### src/rtl/power_sequencer.sv
// rtl/power_sequencer.sv - timed five-phase power-up sequencer with cumulative rail enables
// Each phase loads its duration from the lookup table, counts prescaled ticks, then enables its rail.
module power_sequencer #(
  parameter int unsigned TICK_DIV = 20_000_000
) (
  input  logic        clk,
  input  logic        rst,
  input  logic        start,
  input  logic        abort,
  input  logic [31:0] dur,
  output logic [2:0]  sel,
  output logic [4:0]  rail_en,
  output logic        phase_done,
  output logic        busy,
  output logic        done
);

  localparam int unsigned PW = (TICK_DIV > 1) ? $clog2(TICK_DIV) : 1;
  localparam logic [PW-1:0] PRE_LAST = PW'(TICK_DIV - 1);

  typedef enum logic [2:0] {
    IDLE,
    LOAD,
    RUN,
    NEXT,
    DONE
  } state_t;

  state_t        state;
  state_t        state_nxt;
  logic [PW-1:0] prescaler;
  logic [31:0]   remaining;
  logic [4:0]    rails;
  logic [4:0]    phase_bit;
  logic          tick;

  assign tick      = (prescaler == PRE_LAST);
  assign phase_bit = 5'd1 << (sel - 3'd1);

  always_comb begin
    state_nxt = state;
    case (state)
      IDLE: if (start) state_nxt = LOAD;
      LOAD: state_nxt = (dur == 32'd0) ? NEXT : RUN;
      RUN:  if (tick && remaining == 32'd1) state_nxt = NEXT;
      NEXT: state_nxt = (sel == 3'd5) ? DONE : LOAD;
      DONE: state_nxt = DONE;
      default: state_nxt = IDLE;
    endcase
    // Emergency shutdown overrides every other transition, including start in IDLE.
    if (abort) state_nxt = IDLE;
  end

  always_ff @(posedge clk) begin
    if (rst) state <= IDLE;
    else     state <= state_nxt;
  end

  always_ff @(posedge clk) begin
    if (rst || abort) begin
      sel       <= 3'd1;
      rails     <= '0;
      prescaler <= '0;
      remaining <= '0;
    end else begin
      case (state)
        IDLE: sel <= 3'd1;
        LOAD: begin
          remaining <= dur;
          prescaler <= '0;
        end
        RUN: begin
          if (tick) begin
            prescaler <= '0;
            if (remaining != 32'd1) remaining <= remaining - 32'd1;
          end else begin
            prescaler <= prescaler + PW'(1);
          end
        end
        NEXT: begin
          rails <= rails | phase_bit;
          if (sel != 3'd5) sel <= sel + 3'd1;
        end
        default: ;
      endcase
    end
  end

  // The current phase's rail is visible already during its NEXT cycle.
  assign rail_en    = (state == NEXT) ? (rails | phase_bit) : rails;
  assign phase_done = (state == NEXT);
  assign busy       = (state == LOAD) || (state == RUN) || (state == NEXT);
  assign done       = (state == DONE);

endmodule

### config.mk
export PLATFORM = sky130hd
export DESIGN_NAME = power_sequencer
export DESIGN_NICKNAME = d
export VERILOG_FILES = /design/src/rtl/power_sequencer.sv
export SDC_FILE = /design/constraint.sdc
export NUM_CORES = 1
export LEC_CHECK = 0
export ABC_AREA = 1
export CORE_ASPECT_RATIO = 0.75
export CORE_UTILIZATION = 62
export DETAILED_ROUTE_END_ITERATION = 10
export PLACE_DENSITY = 0.86
export RECOVER_POWER = 100
export SETUP_SLACK_MARGIN = 0.4
export SYNTH_ARGS = -nofsm -noshare
export SYNTH_HDL_FRONTEND = slang
export SYNTH_SLANG_ARGS = --single-unit
### constraint.sdc
create_clock -name clk -period 4.25 [get_ports clk]
set_input_delay 0.425 -clock clk [delete_from_list [all_inputs] [get_ports clk]]
set_output_delay 0.425 -clock clk [all_outputs]
set_load 0.02 [all_outputs]
# Yosys cells after proc, flatten, opt, wreduce, memory -nomap -nowiden
# Index checks and enable logic that the tools add are counted.
dict set report classes {
  n_addsub 4
  eq_ne 14
  shift 1
  mux 13
  n_bitwise 1
  reduce_logical 12
}
# op n
set op_table {}
lappend op_table {{2-to-1 mux 32 bit} 2}
lappend op_table {{case mux 32 bit (2 select lines)} 1}
lappend op_table {{case mux 25 bit (2 select lines)} 1}
lappend op_table {{equality test 32 x 1 -> 1 bit, second input constant} 1}
lappend op_table {{logical NOT 32 bit} 1}
lappend op_table {{inequality test 32 x 1 -> 1 bit, second input constant} 1}
lappend op_table {{subtractor 32 x 1 -> 32 bit, second input constant} 1}
lappend op_table {{adder 25 x 1 -> 25 bit, second input constant} 1}
lappend op_table {{equality test 25 bit, second input constant} 1}
lappend op_table {{2-to-1 mux 25 bit} 1}
lappend op_table {{case mux 3 bit (5 select lines)} 1}
lappend op_table {{2-to-1 mux 3 bit} 4}
lappend op_table {{inequality test 2 bit, second input constant} 4}
lappend op_table {{equality test 3 x 2 -> 1 bit, second input constant} 2}
lappend op_table {{equality test 3 bit, second input constant} 2}
lappend op_table {{case mux 3 bit (2 select lines)} 1}
lappend op_table {{2-to-1 mux 5 bit} 1}
lappend op_table {{bitwise OR 5 bit} 1}
lappend op_table {{left shift 1 x 3 -> 5 bit, first input constant} 1}
lappend op_table {{AND reduction 2 bit} 2}
lappend op_table {{nonzero test 2 bit} 2}
lappend op_table {{adder 3 x 1 -> 3 bit, second input constant} 1}
lappend op_table {{equality test 3 x 1 -> 1 bit, second input constant} 1}
lappend op_table {{logical NOT 3 bit} 1}
lappend op_table {{8 further kinds} 10}
dict set report totals {
  ff_bits 68
  in_bits 36
  output_inout_bits 11
  word_cells 50
}

# Longest topological paths before layout
# Gate-level depths: netlist (run 1).
dict set report depth {
  ltp_word 4
  ltp_mapped 12
  ltp_nobuf 12
}

# Worst setup path after synthesis (run 1)
# Ideal clock, no wire load.
dict set report synth_timing {
  path_kind {reg-to-output}
  from {register sel[0]}
  to {output port rail_en[1]}
  t_arrival_ns 1.463
  required_ns 3.825
  setup_slack_ns 2.362
  path_stages_with_launch 8
  n_path_buf 0
  path_cell_list {dfxtp_1 > inv_1 > ha_1 > xnor2_1 > inv_1 > nor2_1 > nand2_1 > nand2_1}
}
dict set report synth_via {
  elab_chain_cells 4
}
# element line_no
set synth_lines {}
lappend synth_lines {{start, declared} 11} ;# output logic [2:0] sel,
lappend synth_lines {{start signal, assigned} 82} ;# if (sel != 3'd5) sel <= sel + 3'd1;
lappend synth_lines {{subtractor 3 x 1 -> 3 bit} 38} ;# assign phase_bit = 5'd1 << (sel - 3'd1);
lappend synth_lines {{left shift 1 x 3 -> 5 bit} 38}
lappend synth_lines {{bitwise OR 5 bit} 90} ;# assign rail_en = (state == NEXT) ? (rails | phase_bit) : rails;
lappend synth_lines {{2-to-1 mux 5 bit} n/a}
lappend synth_lines {{end, declared} 12} ;# output logic [4:0] rail_en,
# Every way passes these cells.

# Worst setup path in the final report (run 1)
dict set report layout_timing {
  from {input port abort}
  to {register prescaler[0]}
}
dict set report layout_via {
  elab_chain_cells 1
}
# element line_no
set layout_lines {}
lappend layout_lines {{start, declared} 9} ;# input logic abort,
lappend layout_lines {{logical OR 1 bit} 60} ;# if (rst || abort) begin
lappend layout_lines {{end signal, assigned} 77} ;# prescaler <= prescaler + PW'(1);
lappend layout_lines {{end, declared} 31} ;# logic [PW-1:0] prescaler;
# Every way passes these cells.
# A chain may end at the register's enable or synchronous reset.

==> reports/metrics.yaml, run 1 <==
floorplanning:
  die_w_um: 102
  core.rowCount: 26
  core_area_um2: 7030
  die_h_um: 76.9
  die-area_um2: 7830
  io_pins: 47
  start_util: 0.660
synth:
  async_reset_ff_frac: 0
  netlist_area_um2: 4640
  synth_area_leaders: "dfxtp_1 (29%), nand2_1 (20%), nor2_1 (9.3%)"
  synthesis.nets: 828
  ys_types: 36
  yosysTopAreaCell: "dfxtp_1"
  syn_inst: 783
  synth.most_common_cell: "nand2_1"
  synthFlopType: "dfxtp_1"
  synth_edf_count: 0
  yosysWarnings: 0
  netlist.area_leader.share: 0.294
  yosysSeqAreaShare: 0.294
  avgSynthCellArea_um2: 5.92
  synth-seq-cells: 68
  synth_common_cells: "nand2_1 (246), nor2_1 (115), inv_1 (88)"
global_route:
  gr-usage-met1: 0.512
  grt.total_usage: 0.350
  grt_max_degree: 37
  grt_util_met3: 0.0775
  grt_pass1_vias: 4574
  top_usage_layer: "met2"
  grt_pass1_wl_mm: 21.6
  met2_usage: 0.527
  grt-ovfl-total: 0
  antenna_found_initial: 0
timing:
  setup_ws_ns: 1.05
  skew_ns: 0.0134
  finalSetupTns_ns: 0
  fin_crit_sh: 0.754
  relSlewSlack: 0.216
  finalHoldViolCount: 0
  max_freq_mhz: 312
  period_needed_ns: 3.20
  setup_viol: 0
  worst_pin_slew_ns: 1.18
  drv_slew: 0
  rsz0062_at_grt: "no"
outcome:
  status: "finished, final reports clean"
cts:
  cts_buffer_depth: 2
  cts_setup_buffers: 0
  cts_hold_repair.buffers: 0
  tritoncts: "done"
  clkTransAtPathRegs_ns: 0.08
  cts_inserted_buffers: 9
  h-tree-depth: 3
  clock-root-buffer: "clkbuf_8"
  clock_sinks: 68
  clk_latency_ns: 0.35
  post_cts_resized: 0
pwr:
  ir_drop_mv: 0.172
  total_power_w: 0.00152
  p_leak_nw: 2.30
  p_per_area_nw_per_um2: 289
worst_setup_path:
  max_stage_delay_ns: 0.87
  critical_path.max_fanout: 27
  crit_path_top_delay_cell: "clkbuf_1"
  crit_chain: "dlygate4sd3_1, nor2_1, clkbuf_1, inv_1, buf_4, a211oi_1"
  crit_buf_inv: 4
  startpoint_type: "input port"
  cp_top_family: "buffers and inverters"
  critPathRequiredTime_ns: 4.50
  worst_ep_arrival_time_ns: 3.46
  end_kind: "flip-flop"
  criticalPathCategory: "in -> reg"
  r2r_slack_ns: 1.26
finish:
  diodes: 0
  final_cells: 924
  final_nets: 866
  drive_above_1_share: 0.0508
  postLayoutCoreUtil: 0.751
  syn_to_final_growth_pct: 13.8
  fillCellCount: 616
hold_path:
  hold_path.class: "reg -> reg"
route:
  drc_errors: 0
  drt-initial-drc-count: 517
  vias: 5264
  antenna_left: 0
  wl_mm: 13.6
  vias_per_cell: 5.70
  first_pass_iters: 6
  post_drt_wl_per_cell_um: 14.7
placement:
  port_buffers: 46
  place.gp.congestion: 0.999
  dp_hpwl_mm: 9.83
  dp_cells: 908
  place_ws_ns: 1.59
run:
  max_cap_violations: 0
[layout by cell type (no fill, tap or decap), drive strengths merged, types with 8 or more instances in the layout]
master         instances
nor3                  14
clkbuf                11
nand3                 72
dfxtp                 68
clkdlybuf4s50         34
inv                   91
dlygate4sd3           12
ha                     9
a21oi                 56
o21ai                 45
nand4                  8
nor2                 122
nand2                251
[cell type report]
cell class / instances / area (µm²) / area share
clock inverter: 6 / 47.5 / 0.00901
tap: 98 / 123 / 0.0232
inverter: 89 / 334 / 0.0633
timing repair buffer: 50 / 487 / 0.0922
multi-input combinational: 603 / 2790 / 0.528
clock buffer: 10 / 138 / 0.0261
sequential: 68 / 1360 / 0.258
[report_power, final]
group	switching (W)	leakage (nW)	internal, W
sequential	0.0000123	0.549	0.000646
clock	0.000280	0.0815	0.000232
combinational	0.000235	1.67	0.000117
total	0.000528	2.30	0.000995
[flip-flops by register name, summed over array words and instances, names as in the netlist]
| register | flops |
|---|---|
| remaining | 32 |
| prescaler | 25 |
| rails | 5 |
| sel | 3 |
| state | 3 |
[worst paths after layout]
| path | startpoint | end | depth (start not counted) |
|---|---|---|---|
| min | rails[0]$_SDFF_PP0_ | rails[0]$_SDFF_PP0_ | 2 |
| min reg2reg | rails[0]$_SDFF_PP0_ | rails[0]$_SDFF_PP0_ | 2 |
| max reg2reg | state[0]$_SDFFE_PP0P_ | remaining[4]$_SDFFE_PP0P_ | 9 |
| max | abort | prescaler[0]$_SDFFE_PP0P_ | 6 |
[logic make-up after synthesis]
| family | synth area share |
|---|---|
| and+or+nand+nor | 0.440 |
| adders and majority gates | 0.0243 |
| AOI/OAI and AO/OA | 0.128 |
| DFF | 0.294 |
| buffers and inverters | 0.0993 |
| xor gates and xnor gates | 0.0151 |
[layer usage]
| layer | vias up | wire, µm | part of all wire |
|---|---|---|---|
| met1 | 2380 | 6260 | 0.46 |
| met3 | 18 | 1410 | 0.10 |
| li1 | 2572 | - | - |
| met4 | 0 | 131 | 0.0097 |
| met2 | 294 | 5760 | 0.42 |
| met5 | - | 0 | 0 |
[worst register-to-register path, cell delays in order (launching register included)]
cell,delay (ns)
dfxtp_1,0.36
inv_1,0.08
nand3_1,0.73
inv_1,0.28
nand2_1,0.36
nand2_1,0.24
nor2_8,0.50
nand2_1,0.12
o21ai_0,0.11
nor2_1,0.06
[per-stage QoR]
stage / cell area, µm² / hold slack, ns
2_1_floorplan: 4640 / 0.436
3_3_place_gp: 5120 / 0.445
3_5_place_dp: 5120 / 0.452
4_1_cts: 5310 / 0.465
5_1_grt: 5280 / 0.491
6_report: 5280 / 0.464
No activity file was read; power rests on OpenSTA's default activity.
==> run 2: changes to the inputs <==
--- a/config.mk
+++ b/config.mk
@@ -7,9 +7,9 @@
 export LEC_CHECK = 0
 export ABC_AREA = 1
 export CORE_ASPECT_RATIO = 0.75
-export CORE_UTILIZATION = 62
+export CORE_UTILIZATION = 52
 export DETAILED_ROUTE_END_ITERATION = 10
-export PLACE_DENSITY = 0.86
+export PLACE_DENSITY = 0.77
 export RECOVER_POWER = 100
 export SETUP_SLACK_MARGIN = 0.4
 export SYNTH_ARGS = -nofsm -noshare
==> constraint.sdc (replaced) <==
create_clock -name clk -period 2.75 [get_ports clk]
set_input_delay 0.275 -clock clk [delete_from_list [all_inputs] [get_ports clk]]
set_output_delay 0.275 -clock clk [all_outputs]
set_load 0.02 [all_outputs]
==> run 2 against run 1 <==
  * The flow now finishes with violations (DRC)
  * Clock skew fell by 0.0077 ns
  * Worst setup slack lost 0.60 ns
  * Sequential share of layout area shrank 0.58 points
  * Critical path type is now reg -> reg
  * Largest cell class unchanged
  * Highest routed layer unchanged
==> reports/metrics.yaml, run 2 (synthesis gave the netlist of run 1 again) <==
outcome:
  status: "finished with violations"
  violations: "DRC"
finish:
  reg_top3: "remaining x32, prescaler x25, rails x5"
  diodes: 0  # unchanged
  final_cells: 940  # +1.7%
  final_common_cell: "nand2_1"
  largest_reg_flops: 32  # unchanged
  final_nets: 872  # +0.69%
  syn_to_final_growth_pct: 16.5
  top_register: "remaining"
  drive_above_1_share: 0.0565  # +0.00564
  final_cell_mix: "nand2_1 (246), nor2_1 (115), inv_1 (88)"
timing:
  rsz0062_at_grt: "no"
  relSlewSlack: 0.496  # +0.280
  fin_crit_sh: 0.837
  finalHoldViolCount: 0  # unchanged
  drv_slew: 0  # unchanged
  skew_ns: 0.00567  # -0.00771 ns
  worst_pin_slew_ns: 0.756  # -0.420 ns
  finalSetupTns_ns: 0  # unchanged
  period_needed_ns: 2.30
  setup_viol: 0  # unchanged
  max_freq_mhz: 435
  setup_ws_ns: 0.450  # -0.596 ns
pwr:
  p_int_w: 0.00182  # +83%
  power_switching_share: 0.307  # -0.0394
  netSwitchingPower_w: 0.000808  # +53%
  seq_power_share: 0.387  # -0.045
  p_clk_frac: 0.407  # +0.071
  ir_drop_mv: 0.278  # +62%
  p_comb_frac: 0.206  # -0.025
  p_per_area_nw_per_um2: 487  # +69%
  p_leak_nw: 2.37  # +2.8%
worst_setup_path:
  max_stage_delay_ns: 0.46  # -0.41 ns
  crit_chain: "inv_1, nand3_1, clkbuf_2, nand2_1, inv_1, buf_4, nand2_1, a21oi_1"
  end_kind: "flip-flop"
  cp_top_family: "buffers and inverters"
  crit_buf_inv: 4  # unchanged
  critical_path.max_fanout: 23  # -15%
  worst_ep_arrival_time_ns: 2.57  # -0.89 ns
  critPathRequiredTime_ns: 3.02  # -1.48 ns
  crit_path_top_delay_cell: "clkbuf_2"
  criticalPathCategory: "reg -> reg"
  startpoint_type: "flip-flop"
floorplanning:
  die-area_um2: 9300  # +19%
  die_w_um: 111  # +9.0%
  io_pins: 47  # unchanged
  die_h_um: 83.8  # +9.0%
  core.rowCount: 29  # +12%
  core_area_um2: 8560  # +22%
  start_util: 0.541  # -0.118
global_route:
  grt-ovfl-total: 0  # unchanged
  grt.total_usage: 0.291  # -0.0591
  grt_pass1_vias: 4531  # -0.94%
  grt_pass1_wl_mm: 21.7  # about the same
  grt_max_degree: 37  # unchanged
  antenna_found_initial: 0  # unchanged
route:
  drc_errors: 4  # +4
  antenna_left: 0  # unchanged
  vias: 5069  # -3.7%
  wl_mm: 13.1  # -3.4%
  post_drt_wl_per_cell_um: 14.0  # -5.0%
  vias_per_cell: 5.39  # -5.3%
  drt-initial-drc-count: 402  # -22%
  first_pass_iters: 8  # +2
cts:
  cts_inserted_buffers: 9  # unchanged
  cts_hold_repair.buffers: 0  # unchanged
  clk_latency_ns: 0.34  # about the same
  clock_sinks: 68  # unchanged
  clock-root-buffer: "clkbuf_16"
  clkTransAtPathRegs_ns: 0.06  # -0.02 ns
  h-tree-depth: 3  # unchanged
  tritoncts: "done"
  cts_buffer_depth: 2  # unchanged
run:
  max_cap_violations: 0  # unchanged
placement:
  dp_cells: 924  # +1.8%
  port_buffers: 46  # unchanged
  place.gp.congestion: 0.933  # -6.6%
  place_ws_ns: 0.539  # -1.05 ns
  dp_hpwl_mm: 9.54  # -3.0%
hold_path:
  hold_path.class: "reg -> reg"
run 2: path summary, 6_finish.rpt:
path	cells past startpoint	from	slack (ns)	end
max reg2reg	8	state[2]$_SDFFE_PP0P_	0.45	prescaler[7]$_SDFFE_PP0P_
min reg2reg	2	rails[1]$_SDFF_PP0_	0.46	rails[1]$_SDFF_PP0_
max	8	state[2]$_SDFFE_PP0P_	0.45	prescaler[7]$_SDFFE_PP0P_
min	2	rails[1]$_SDFF_PP0_	0.46	rails[1]$_SDFF_PP0_
run 2: cell type report:
class	instances	area, µm²
Clock inverter	2	10.0
Fill cell	816	3160
Multi-Input combinational cell	603	2800
Inverter	89	334
Tap cell	108	135
Timing Repair Buffer	56	512
Sequential cell	68	1360
Clock buffer	14	254
run 2: worst register-to-register path, stage by stage, from the launching register on:
cell and delay, ns:
dfxtp_1 0.34, inv_1 0.09, nand3_1 0.11, clkbuf_2 0.46
nand2_1 0.36, inv_1 0.39, buf_4 0.27, nand2_1 0.08
a21oi_1 0.14
run 2: metrics by stage:
| step | utilization | area, µm² | total power, W | hold WS [ns] |
|---|---|---|---|---|
| after CTS | 0.635 | 5440 | 0.00263 | 0.461 |
| after global placement | 0.605 | 5180 | 0.00156 | 0.447 |
| final | 0.631 | 5400 | 0.00263 | 0.458 |
| after global routing | 0.631 | 5400 | 0.00273 | 0.481 |
| after detailed placement | 0.605 | 5180 | 0.00157 | 0.452 |
| after floorplan | - | 4640 | 0.00141 | 0.436 |
run 2: power groups by stage:
stage	logic (W)	registers, W	clock network (W)
floorplan	0.000370	0.00104	0
global placement	0.000525	0.00104	0
detailed placement	0.000533	0.00104	0
CTS	0.000538	0.00102	0.00107
global route	0.000605	0.00102	0.00111
finish	0.000542	0.00102	0.00107
run 2: layer usage:
metal / wire length, µm / track usage / up-vias / part of all wire
met4: 129 / 0.0651 / 0 / 0.0098
met1: 6340 / 0.421 / 2268 / 0.48
met3: 1200 / 0.0763 / 14 / 0.092
met5: 0 / 0 / - / 0
met2: 5450 / 0.431 / 203 / 0.42
li1: - / - / 2584 / -
run 2: repair_timing:
item,4_1_cts,5_1_grt
gates resized for setup,5,7
endpoints found under the setup margin,5,3
setup buffers,0,0
cloned,0,0
